$ cat src/rtl/spi_accel_pkg.sv
// Shared constants and FSM encoding for the SPI accelerometer responder.
// Command bytes, register addresses and controller states.
package spi_accel_pkg;

    localparam logic [7:0] CMD_READ  = 8'h0B;
    localparam logic [7:0] CMD_WRITE = 8'h0A;

    localparam logic [7:0] ADDR_DEVID_AD  = 8'h00;
    localparam logic [7:0] ADDR_DEVID_MST = 8'h01;
    localparam logic [7:0] ADDR_PARTID    = 8'h02;
    localparam logic [7:0] ADDR_XDATA     = 8'h08;
    localparam logic [7:0] ADDR_POWER_CTL = 8'h2D;

    typedef enum logic [2:0] {
        IDLE,
        CMD,
        ADDR,
        DATA_RD,
        DATA_WR,
        IGNORE
    } state_t;

endpackage

$ cat src/rtl/spi_edge_sync.sv
// Multi-stage synchronizer with rise/fall pulse detection.
// Ports: clk_in, nrst, din (async pin) -> rise, fall (one-cycle pulses).
module spi_edge_sync #(
    parameter int   STAGES  = 2,
    parameter logic RST_VAL = 1'b0
) (
    input  logic clk_in,
    input  logic nrst,
    input  logic din,
    output logic rise,
    output logic fall
);

    logic [STAGES-1:0] sync_q;
    logic              prev_q;
    logic              level;

    assign level = sync_q[STAGES-1];

    always_ff @(posedge clk_in or negedge nrst) begin
        if (!nrst) begin
            sync_q <= {STAGES{RST_VAL}};
            prev_q <= RST_VAL;
        end else begin
            sync_q <= {sync_q[STAGES-2:0], din};
            prev_q <= level;
        end
    end

    assign rise = level & ~prev_q;
    assign fall = ~level & prev_q;

endmodule

$ cat src/rtl/spi_accel_responder.sv
// SPI mode-0 slave emulating the accelerometer command protocol.
// Ports: clk_in, nrst, spi_cs_n/sclk/mosi/miso, xdata_in, power_ctl,
//        wr_strobe/wr_addr/wr_data (write side), xdata_rd (X read pulse).
module spi_accel_responder
    import spi_accel_pkg::*;
#(
    parameter logic [7:0] DEVID_AD    = 8'hAD,
    parameter logic [7:0] DEVID_MST   = 8'h1D,
    parameter logic [7:0] PARTID      = 8'hF2,
    parameter int         SYNC_STAGES = 2
) (
    input  logic       clk_in,
    input  logic       nrst,
    input  logic       spi_cs_n,
    input  logic       spi_sclk,
    input  logic       spi_mosi,
    output logic       spi_miso,
    input  logic [7:0] xdata_in,
    output logic [7:0] power_ctl,
    output logic       wr_strobe,
    output logic [7:0] wr_addr,
    output logic [7:0] wr_data,
    output logic       xdata_rd
);

    logic sclk_rise, sclk_fall;
    logic cs_rise, cs_fall;
    logic [SYNC_STAGES-1:0] mosi_q;
    logic mosi_s;

    spi_edge_sync #(
        .STAGES (SYNC_STAGES),
        .RST_VAL(1'b0)
    ) u_sclk_sync (
        .clk_in(clk_in),
        .nrst  (nrst),
        .din   (spi_sclk),
        .rise  (sclk_rise),
        .fall  (sclk_fall)
    );

    spi_edge_sync #(
        .STAGES (SYNC_STAGES),
        .RST_VAL(1'b1)
    ) u_cs_sync (
        .clk_in(clk_in),
        .nrst  (nrst),
        .din   (spi_cs_n),
        .rise  (cs_rise),
        .fall  (cs_fall)
    );

    // Same depth as sclk so the sampled bit lines up with the rise pulse.
    always_ff @(posedge clk_in or negedge nrst) begin
        if (!nrst) mosi_q <= '0;
        else       mosi_q <= {mosi_q[SYNC_STAGES-2:0], spi_mosi};
    end

    assign mosi_s = mosi_q[SYNC_STAGES-1];

    state_t     state_q, state_nx;
    logic [2:0] bit_cnt_q, bit_cnt_nx;
    logic [7:0] shift_q, shift_nx;
    logic [7:0] addr_q, addr_nx;
    logic [7:0] tx_q, tx_nx;
    logic       is_rd_q, is_rd_nx;
    logic [7:0] power_ctl_nx;
    logic       wr_strobe_nx;
    logic [7:0] wr_addr_nx, wr_data_nx;
    logic       xdata_rd_nx;

    logic [7:0] shift_in;
    logic [7:0] addr_inc;
    logic       byte_done;

    function automatic logic [7:0] rd_val(
        input logic [7:0] a,
        input logic [7:0] xd,
        input logic [7:0] pc
    );
        logic [7:0] v;
        unique case (a)
            ADDR_DEVID_AD:  v = DEVID_AD;
            ADDR_DEVID_MST: v = DEVID_MST;
            ADDR_PARTID:    v = PARTID;
            ADDR_XDATA:     v = xd;
            ADDR_POWER_CTL: v = pc;
            default:        v = 8'h00;
        endcase
        return v;
    endfunction

    assign shift_in  = {shift_q[6:0], mosi_s};
    assign addr_inc  = addr_q + 8'd1;
    assign byte_done = sclk_rise && (bit_cnt_q == 3'd7);

    always_comb begin
        state_nx     = state_q;
        bit_cnt_nx   = bit_cnt_q;
        shift_nx     = shift_q;
        addr_nx      = addr_q;
        tx_nx        = tx_q;
        is_rd_nx     = is_rd_q;
        power_ctl_nx = power_ctl;
        wr_strobe_nx = 1'b0;
        wr_addr_nx   = wr_addr;
        wr_data_nx   = wr_data;
        xdata_rd_nx  = 1'b0;

        if (state_q != IDLE && sclk_rise) begin
            shift_nx   = shift_in;
            bit_cnt_nx = bit_cnt_q + 3'd1;
        end

        // Deselect wins over everything, including a completing byte.
        if (cs_rise) begin
            state_nx = IDLE;
        end else begin
            unique case (state_q)
                IDLE: begin
                    if (cs_fall) begin
                        state_nx   = CMD;
                        bit_cnt_nx = 3'd0;
                        shift_nx   = 8'h00;
                    end
                end
                CMD: begin
                    if (byte_done) begin
                        if (shift_in == CMD_READ) begin
                            state_nx = ADDR;
                            is_rd_nx = 1'b1;
                        end else if (shift_in == CMD_WRITE) begin
                            state_nx = ADDR;
                            is_rd_nx = 1'b0;
                        end else begin
                            state_nx = IGNORE;
                        end
                    end
                end
                ADDR: begin
                    if (byte_done) begin
                        addr_nx = shift_in;
                        if (is_rd_q) begin
                            tx_nx       = rd_val(shift_in, xdata_in, power_ctl);
                            xdata_rd_nx = (shift_in == ADDR_XDATA);
                            state_nx    = DATA_RD;
                        end else begin
                            state_nx = DATA_WR;
                        end
                    end
                end
                DATA_RD: begin
                    // The fall right after a reload belongs to the previous
                    // byte; shifting there would drop the fresh bit7.
                    if (sclk_fall && bit_cnt_q != 3'd0)
                        tx_nx = {tx_q[6:0], 1'b0};
                    if (byte_done) begin
                        addr_nx     = addr_inc;
                        tx_nx       = rd_val(addr_inc, xdata_in, power_ctl);
                        xdata_rd_nx = (addr_inc == ADDR_XDATA);
                    end
                end
                DATA_WR: begin
                    if (byte_done) begin
                        if (addr_q == ADDR_POWER_CTL)
                            power_ctl_nx = shift_in;
                        wr_strobe_nx = 1'b1;
                        wr_addr_nx   = addr_q;
                        wr_data_nx   = shift_in;
                        addr_nx      = addr_inc;
                    end
                end
                IGNORE: begin
                end
            endcase
        end
    end

    always_ff @(posedge clk_in or negedge nrst) begin
        if (!nrst) begin
            state_q   <= IDLE;
            bit_cnt_q <= 3'd0;
            shift_q   <= 8'h00;
            addr_q    <= 8'h00;
            tx_q      <= 8'h00;
            is_rd_q   <= 1'b0;
            power_ctl <= 8'h00;
            wr_strobe <= 1'b0;
            wr_addr   <= 8'h00;
            wr_data   <= 8'h00;
            xdata_rd  <= 1'b0;
        end else begin
            state_q   <= state_nx;
            bit_cnt_q <= bit_cnt_nx;
            shift_q   <= shift_nx;
            addr_q    <= addr_nx;
            tx_q      <= tx_nx;
            is_rd_q   <= is_rd_nx;
            power_ctl <= power_ctl_nx;
            wr_strobe <= wr_strobe_nx;
            wr_addr   <= wr_addr_nx;
            wr_data   <= wr_data_nx;
            xdata_rd  <= xdata_rd_nx;
        end
    end

    assign spi_miso = (state_q == DATA_RD) & tx_q[7];

endmodule

$ cat config.mk
export PLATFORM = sky130hd
export DESIGN_NAME = spi_accel_responder
export DESIGN_NICKNAME = d
export VERILOG_FILES = /design/src/rtl/spi_accel_pkg.sv /design/src/rtl/spi_edge_sync.sv /design/src/rtl/spi_accel_responder.sv
export SDC_FILE = /design/constraint.sdc
export NUM_CORES = 1
export LEC_CHECK = 0
export CAP_MARGIN = 0
export CORE_UTILIZATION = 59
export DETAILED_ROUTE_END_ITERATION = 8
export DONT_BUFFER_PORTS = 1
export PLACE_DENSITY_LB_ADDON = 0.2
export SYNTH_ARGS = -nofsm -noshare
export SYNTH_HDL_FRONTEND = slang
export SYNTH_SLANG_ARGS = --single-unit
export TNS_END_PERCENT = 5
$ cat constraint.sdc
create_clock -name clk_in -period 7 [get_ports clk_in]
set_clock_uncertainty 0.05 [all_clocks]
set_input_delay 0.7 -clock clk_in [delete_from_list [all_inputs] [get_ports clk_in]]
set_output_delay 0.7 -clock clk_in [all_outputs]
set_load 0.05 [all_outputs]
==> results.sh, run 1 <==
export IMPL_cts_made_buffers=9
export IMPL_worst_path_stages=7
export IMPL_cts_repair_resized=0
export IMPL_drv_slew=0
export IMPL_rsz0062_at_grt="false"
export IMPL_ys_types=55
export IMPL_power_density_mw_per_mm2=252
export IMPL_wirelength_microns=7640
export IMPL_root_buffer="clkbuf_8"
export IMPL_place_gp_congestion=0.863
export IMPL_crit_buf_inv=2
export IMPL_grt_pass1_vias=2390
export IMPL_power_leakage_nw=1.64
export IMPL_synth_main_ff_cell="dfrtp_1"
export IMPL_placed_area_sq_mm=0.00349
export IMPL_worstSetupStartpointType="flip-flop"
export IMPL_die_area_sq_mm=0.00621
export IMPL_start_util=0.620
export IMPL_viasPerCell=6.40
export IMPL_required_ps=7180
export IMPL_dr_pass1_iters=5
export IMPL_finalCritPeriodShare=0.445
export IMPL_drc=0
export IMPL_min_path_type="in2async"
export IMPL_endpoint_kind="flip-flop"
export IMPL_clkLatencyLatePin_ps=350
export IMPL_max_stage_delay_ps=670
export IMPL_critPathSlowestCell="nand3_1"
export IMPL_yosysWarnings=0
export IMPL_synth_cells=344
export IMPL_cpLargestDelayFamily="simple AND/OR/NAND/NOR gates"
export IMPL_vias=2675
export IMPL_cts_sinks=64
export IMPL_yosysTopAreaCell="dfrtp_1"
export IMPL_tns_ps=0
export IMPL_crit_path_frequent_cell="inv_1"
export IMPL_cts_tree="yes"
export IMPL_grt_pass1_wl_microns=12600
export IMPL_synth_top_area_frac=0.439
export IMPL_slew_headroom=0.361
export IMPL_crit_chain="inv_1 > ha_1 > and4bb_2 > nand3_1 > inv_1 > and3_1 > mux2_2"
export IMPL_hold_viol=0
export IMPL_ys_top_cells_by_area="dfrtp_1 (44%), mux2_2 (6.5%), nor2_1 (3.7%), mux2i_1 (3.5%), a21oi_1 (3.3%)"
export IMPL_h_tree_depth=3
export IMPL_async_flop_share=1.00
export IMPL_dpl_hpwl_microns=5340
export IMPL_grtUsageTotal=0.269
export IMPL_drtIter0Drc=225
export IMPL_ys_seq_area_frac=0.462
export IMPL_final_area_sq_mm=0.00371
export IMPL_syn_cell_area_sq_mm=0.00348
export IMPL_arrival_ps=3290
export IMPL_numPortBuffers=0
export IMPL_drv_cap=0
export IMPL_ant_nets=0
export IMPL_clock_fmax_mhz=321
export IMPL_worstPathMaxFanout=23
export IMPL_worstSetupPathType="reg2reg"
export IMPL_synth_edff_count=0
export IMPL_status="finished, final reports clean"
export IMPL_ios=40
export IMPL_overflow=0
export IMPL_chipHeight_microns=78.8
export IMPL_nets=363
export IMPL_drive_gt1_frac=0.171
export IMPL_diodes=0
export IMPL_dieWidth_microns=78.8
export IMPL_setup_viol=0
export IMPL_peakVddDrop_mv=0.167
export IMPL_post_drt_wl_per_cell_microns=18.3
export IMPL_core_sq_mm=0.00561
export IMPL_clkTransAtPathRegs_ps=70
export IMPL_antenna_found_initial=0
export IMPL_synth_seq_cells=64
export IMPL_rows=27
export IMPL_syn_mean_instance_area_sq_um=10.1
export IMPL_grt_max_degree=62
export IMPL_fin_ws_ps=3890
export IMPL_syn_nets=366
export IMPL_place_ws_ps=3860
export IMPL_area_growth_pct=6.69
export IMPL_cts_buffer_depth=2
export IMPL_post_route_min_period_ps=3110
export IMPL_worst_slew_pin_transition_ps=956
export IMPL_reg2regPathDepth=7
[timing repair]
| action | CTS | global route |
|---|---|---|
| buffers inserted | 0 | 0 |
| endpoints found under the hold margin | 61 | 0 |
| hold buffers | 1 | 0 |
[power breakdown]
part,internal (W),switching [W]
combinational,0.0000806,0.000121
clock,0.000164,0.000148
sequential,0.000389,0.0000332
total,0.000633,0.000302
[cell usage after synthesis (all sizes together) (3+ instances only)]
master,count
a221oi,3
ha,9
dfrtp,61
nor2b,5
mux2,20
a21oi,23
nor2,35
nor3,7
nand3,15
and3,3
o21ai,21
buf,8
nor4,3
clkbuf,10
o221ai,4
nand2b,3
inv,13
xnor2,4
mux2i,12
nand3b,3
a221o,5
dfstp,3
a2bb2oi,3
a22oi,9
nand2,29
o31ai,4
[path summary, 6_finish.rpt]
| path | slack [ps] | to | start |
|---|---|---|---|
| worst max-delay path | 3890 | power_ctl[6] | u_cs_sync.prev_q |
| worst min-delay path | 140 | u_cs_sync.prev_q | nrst |
| worst max register to register | 3890 | power_ctl[6] | u_cs_sync.prev_q |
| worst min register to register | 300 | u_sclk_sync.sync_q[1] | u_sclk_sync.sync_q[0] |
| max in group asynchronous | 6470 | xdata_rd | nrst |
| min in group clk_in | 300 | u_sclk_sync.sync_q[1] | u_sclk_sync.sync_q[0] |
[cell families (layout without fill, tap and decap cells)]
family                     count (synthesis)  in the layout  share of synthesized area
buffers and inverters                     31             33                     0.0439
and+or+nand+nor                          116            116                      0.173
xor gates and xnor gates                   4              4                     0.0101
adders and majority gates                  9              9                     0.0324
muxes                                     32             32                     0.0993
DFF                                       64             64                      0.462
AOI/OAI and AO/OA                         88             88                      0.179
[through the flow]
stage,hold WS [ps],utilization,std cells,total power [W]
after CTS,133,0.662,418,0.000940
after global routing,119,0.662,418,0.000984
after global placement,282,0.622,401,0.000615
final,143,0.662,418,0.000935
after floorplan,281,-,344,0.000579
after detailed placement,286,0.622,401,0.000620
[sequential cells by signal (all words and copies together), names as in the netlist, 3 cells and up]
register,cells
addr_q,8
bit_cnt_q,3
power_ctl,8
shift_q,7
state_q,3
tx_q,8
wr_addr,8
wr_data,8
[routing by layer]
layer  wire length [microns]  part of all wire  global-route usage
met1                    3470              0.45               0.379
met2                    3570              0.47               0.400
met3                     447             0.058              0.0770
met4                     153             0.020              0.0870
met5                       0                 0                   0
[final cells by class]
class	count	area [sq um]
well taps	72	90.1
clock inverters	7	72.6
inverters	13	48.8
multi-input cells	249	1720
clock buffers	9	124
flip-flops and latches	64	1610
fillers	469	1900
repair buffers	4	50.0
[layout by cell type (no fill, tap or decap), types with 5 or more instances in the layout]
master	n
a221o_2	5
inv_1	13
nor2b_1	5
clkbuf_8	9
dfrtp_1	61
mux2_2	20
a22oi_1	9
nor3_1	7
nor2_1	34
nand3_1	14
o21ai_0	21
mux2i_1	12
a21oi_1	23
nand2_1	29
ha_1	9
(Power assumes the default switching activity.)
==> run 2: changes to the inputs <==
Settings changed: CORE_UTILIZATION 59 to 57.
Clock period 7 ns to 2.5 ns, I/O delays scaled along.
==> run 2 against run 1 <==
Compared with the run above: clock-buffer cell count unchanged; die area up 3.4%; register-to-register slack worse by 3700 ps; sequential share of layout area down 1.4 points; setup slack worse by 3700 ps; combinational power rose to 3.0 times the previous value; non-clock buffer count up 11; global-route usage about the same; highest routed layer unchanged; clock power rose to 3.2 times the previous value; utilization down 0.95 points; maximum frequency up 35%; wire length up 2.4%.
==> results.sh, run 2 (same netlist as run 1, synthesis figures left out) <==
export IMPL_dpl_hpwl_microns=5480
export IMPL_diodes=0
export IMPL_drv_cap=0
export IMPL_drive_gt1_frac=0.185
export IMPL_antenna_found_initial=0
export IMPL_nFillCells=489
export IMPL_startpoint="addr_q[0]"
export IMPL_finalCritPeriodShare=0.921
export IMPL_regArea_sq_mm=0.00161
export IMPL_worst_path_stages=6
export IMPL_grtUsageTotal=0.269
export IMPL_layout_common_cells="dfrtp_1 (61), nor2_1 (34), nand2_1 (29), a21oi_1 (23), o21ai_0 (21)"
export IMPL_grt_pass1_wl_microns=12900
export IMPL_setup_viol=0
export IMPL_worstPathMaxFanout=10
export IMPL_power_density_mw_per_mm2=721
export IMPL_grt_pass1_vias=2494
export IMPL_power_leakage_nw=1.71
export IMPL_crit_chain="ha_1 > xnor2_1 > nand4_1 > o21a_1 > nand3b_1 > a2111oi_2"
export IMPL_reg2regPathDepth=6
export IMPL_start_util=0.591
export IMPL_fin_util=0.652
export IMPL_drc=0
export IMPL_clock_fmax_mhz=435
export IMPL_min_path_type="in2reg"
export IMPL_cts_buffer_depth=2
export IMPL_hold_depth=4
export IMPL_dr_pass1_iters=5
export IMPL_arrival_ps=2480
export IMPL_multiInputGateArea_sq_mm=0.00172
export IMPL_drtIter0Drc=178
export IMPL_critPathSlowestCell="dfrtp_1"
export IMPL_core_sq_mm=0.00589
export IMPL_overflow=0
export IMPL_die_area_sq_mm=0.00642
export IMPL_h_tree_depth=3
export IMPL_clkTransAtPathRegs_ps=80
export IMPL_post_route_min_period_ps=2300
export IMPL_ant_nets=0
export IMPL_place_inst=411
export IMPL_status="finished, final reports clean"
export IMPL_cts_sinks=64
export IMPL_nets=374
export IMPL_tns_ps=0
export IMPL_required_ps=2680
export IMPL_chipHeight_microns=80.1
export IMPL_root_buffer="clkbuf_8"
export IMPL_worstSetupStartpointType="flip-flop"
export IMPL_final_cells=432
export IMPL_endpoint_kind="flip-flop"
export IMPL_cts_made_buffers=9
export IMPL_place_gp_congestion=0.893
export IMPL_drv_slew=0
export IMPL_hold_viol=0
export IMPL_wirelength_microns=7820
export IMPL_vias=2677
export IMPL_post_drt_wl_per_cell_microns=18.1
export IMPL_max_stage_delay_ps=480
export IMPL_r2r_start="addr_q[0]"
export IMPL_area_growth_pct=10.4
export IMPL_clkLatencyLatePin_ps=350
export IMPL_crit_buf_inv=0
export IMPL_peakVddDrop_mv=0.623
export IMPL_cts_tree="yes"
export IMPL_numPortBuffers=0
export IMPL_worst_slew_pin_transition_ps=608
export IMPL_cpLargestDelayFamily="compound AO/OA/AOI/OAI gates"
export IMPL_dieWidth_microns=80.1
export IMPL_cts_repair_resized=0
export IMPL_slew_headroom=0.595
export IMPL_viasPerCell=6.20
export IMPL_worstSetupPathType="reg2reg"
export IMPL_rows=28
export IMPL_hp_start="xdata_in[5]"
export IMPL_layout_commonest_cell="dfrtp_1"
export IMPL_grt_max_degree=65
export IMPL_postCtsSetupBuffers=0
export IMPL_rsz0062_at_grt="false"
export IMPL_ios=40
## run 2: cell count changes in the layout (fill, tap and decap cells not counted), moves of 2 or more
cell and delta:
dlygate4sd3_1 +4, clkinv_2 -2, clkinvlp_4 -2, buf_4 +7
clkinv_4 +2
## run 2: worst reg2reg max path, delay by kind of cell, from the launching register on
| kind | cells | cell delay [ps] |
|---|---|---|
| xor gates and xnor gates | 1 | 330 |
| and+or+nand+nor | 2 | 380 |
| AOI/OAI and AO/OA | 2 | 640 |
| adders and majority gates | 1 | 310 |
| DFF | 1 | 480 |
## run 2: per-layer routing
layer	part of all wire	track usage
met1	0.45	0.372
met2	0.48	0.421
met3	0.053	0.0602
met4	0.016	0.0804
met5	0	0
## run 2: per-stage QoR
step / worst slack (ps) / cell area (sq um) / hold slack, ps / power, W
after floorplan: 245 / 3480 / -95.6 / 0.00162
after global placement: 237 / 3540 / -93.6 / 0.00174
after detailed placement: 204 / 3540 / -93.8 / 0.00174
after CTS: 191 / 3840 / 162 / 0.00279
after global routing: 35.4 / 3840 / 192 / 0.00292
final: 199 / 3840 / 183 / 0.00277
## run 2: area by class of cell
type | instances | area share
Tap cell | 75 | 0.0244
Timing Repair Buffer | 15 | 0.0372
Inverter | 13 | 0.0127
Multi-Input combinational cell | 249 | 0.448
Clock inverter | 7 | 0.0271
Clock buffer | 9 | 0.0323
Sequential cell | 64 | 0.418
## run 2: path summary, 6_finish.rpt
| path | endpoint | slack, ps |
|---|---|---|
| max reg2reg | xdata_rd | 200 |
| max | xdata_rd | 200 |
| min | tx_q[5] | 180 |
| max in group asynchronous | u_cs_sync.sync_q[1] | 1670 |
| min reg2reg | u_sclk_sync.sync_q[1] | 300 |
| min in group asynchronous | wr_strobe | 440 |
## run 2: what timing repair did
action	CTS	global route
hold buffers	5	0
setup endpoints to repair	0	1
endpoints found under the hold margin	67	0
## run 2: power breakdown
part / leakage [nW] / total [W] / internal (W) / switching, W
sequential: 0.848 / 0.00117 / 0.00109 / 0.0000785
clock: 0.114 / 0.00101 / 0.000571 / 0.000436
combinational: 0.746 / 0.000596 / 0.000236 / 0.000359
==> run 3: changes to the inputs <==
Settings changed: MAX_ROUTING_LAYER from default to met4.
==> run 3 against run 2 <==
Compared with the run above: global-route usage up 1.6 points; flip-flop and latch count is the same; sequential power hardly changed; register-to-register slack about the same; design area about the same; first-iteration DRC count down 29%; setup slack worse by 9.0 ps; critical endpoint is now tx_q[3]; wire length up 1.5%; via count fell by 0.75%.
==> results.sh, run 3 (same netlist as run 1, synthesis figures left out) <==
export IMPL_setup_viol=0
export IMPL_tns_ps=0
export IMPL_hold_viol=0
export IMPL_use_met2=0.431
export IMPL_drv_cap=0
export IMPL_drv_slew=0
export IMPL_finalCritPeriodShare=0.924
export IMPL_required_ps=2730
export IMPL_place_inst=412
export IMPL_grt_pass1_wl_microns=13200
export IMPL_power_density_mw_per_mm2=716
export IMPL_grtUsageMet3=0.0727
export IMPL_vias=2657
export IMPL_hold_slack_ps=192
export IMPL_clock_fmax_mhz=433
export IMPL_ant_nets=0
export IMPL_wirelength_microns=7940
export IMPL_min_path_type="in2reg"
export IMPL_grt_max_degree=65
export IMPL_busiest_layer="met2"
export IMPL_cts_buffer_depth=2
export IMPL_critPathSlowestCell="dfrtp_1"
export IMPL_final_cells=433
export IMPL_post_route_min_period_ps=2310
export IMPL_overflow=0
export IMPL_slew_headroom=0.601
export IMPL_ios=40
export IMPL_cts_tree="yes"
export IMPL_antenna_found_initial=0
export IMPL_status="finished, final reports clean"
export IMPL_core_sq_mm=0.00589
export IMPL_cpLargestDelayFamily="compound AO/OA/AOI/OAI gates"
export IMPL_crit_buf_inv=1
export IMPL_crit_path_frequent_cell="nand2_1"
export IMPL_power_leakage_nw=1.71
export IMPL_diodes=0
export IMPL_dpl_hpwl_microns=5610
export IMPL_place_gp_congestion=0.938
export IMPL_chipHeight_microns=80.1
export IMPL_hold_buffers=5
export IMPL_h_tree_depth=3
export IMPL_area_growth_pct=10.3
export IMPL_worstPathMaxFanout=6
export IMPL_total_power_w=0.00275
export IMPL_met1_usage=0.380
export IMPL_worst_slew_pin_transition_ps=599
export IMPL_dr_pass1_iters=4
export IMPL_nets=375
export IMPL_rows=28
export IMPL_layout_commonest_cell="dfrtp_1"
export IMPL_viasPerCell=6.14
export IMPL_arrival_ps=2540
export IMPL_start_util=0.591
export IMPL_worstSetupStartpointType="flip-flop"
export IMPL_cts_sinks=64
export IMPL_endpoint_kind="flip-flop"
export IMPL_rsz0062_at_grt="false"
export IMPL_max_stage_delay_ps=460
export IMPL_root_buffer="clkbuf_8"
export IMPL_peakVddDrop_mv=0.434
export IMPL_clkLatencyLatePin_ps=350
export IMPL_grtUsageTotal=0.285
export IMPL_drc=0
export IMPL_layout_common_cells="dfrtp_1 (61), nor2_1 (34), nand2_1 (29), a21oi_1 (23), o21ai_0 (21)"
export IMPL_worstSetupPathType="reg2reg"
export IMPL_clkTransAtPathRegs_ps=70
export IMPL_crit_chain="inv_1 > ha_1 > nand2_1 > a2111oi_4 > and2_1 > o2bb2ai_1 > nand2_1 > a21oi_1"
export IMPL_postCtsSetupBuffers=0
export IMPL_grt_pass1_vias=2629
export IMPL_numPortBuffers=0
export IMPL_die_area_sq_mm=0.00642
export IMPL_drtIter0Drc=126
export IMPL_drive_gt1_frac=0.187
export IMPL_post_drt_wl_per_cell_microns=18.3
export IMPL_dieWidth_microns=80.1
export IMPL_cts_repair_resized=0
export IMPL_cts_made_buffers=9
[run 3: changes by cell type in the layout (fill, tap and decap cells not counted)]
cell	delta
clkinv_2	+2
clkinvlp_4	+1
clkinv_4	-3
buf_4	+1
[run 3: layout make-up]
type	instances	area [sq um]
Clock buffer	9	124
Tap cell	75	93.8
Timing Repair Buffer	16	150
Fill cell	460	2050
Inverter	13	48.8
Multi-Input combinational cell	249	1720
Clock inverter	7	95.1
Sequential cell	64	1610
[run 3: tightest hold or removal path: cells and delay by family]
kind | cells | cell delay [ps]
AND/OR/NAND/NOR | 2 | 160
AO/OA/AOI/OAI | 2 | 140
[run 3: path summary, 6_finish.rpt]
check / from / end / slack, ps / depth (start not counted)
setup / recovery: addr_q[1] / tx_q[3] / 190 / 8
hold / removal: xdata_in[2] / tx_q[2] / 190 / 4
setup reg to reg: addr_q[1] / tx_q[3] / 190 / 8
hold reg to reg: u_sclk_sync.sync_q[0] / u_sclk_sync.sync_q[1] / 300 / 0
max in group asynchronous: nrst / u_cs_sync.sync_q[1] / 1680 / 2
min in group asynchronous: nrst / wr_strobe / 420 / 2
[run 3: through the flow]
stage          setup WS (ps)  area [sq um]   util
6_report                 190          3840  0.652
3_5_place_dp             241          3550  0.603
3_3_place_gp             275          3550  0.603
4_1_cts                  212          3840  0.652
5_1_grt                 30.4          3840  0.652
2_1_floorplan            245          3480      -
[run 3: report_power, final]
| group | internal [W] | leakage, nW | switching (W) |
|---|---|---|---|
| registers | 0.00109 | 0.848 | 0.0000815 |
| clock network | 0.000562 | 0.110 | 0.000419 |
| logic | 0.000237 | 0.752 | 0.000361 |
[run 3: per-layer routing]
layer  share of wire  vias to the layer above
li1                -                     1266
met1            0.46                     1310
met2            0.48                       68
met3           0.044                       13
met4           0.013                        0
met5               0                        -
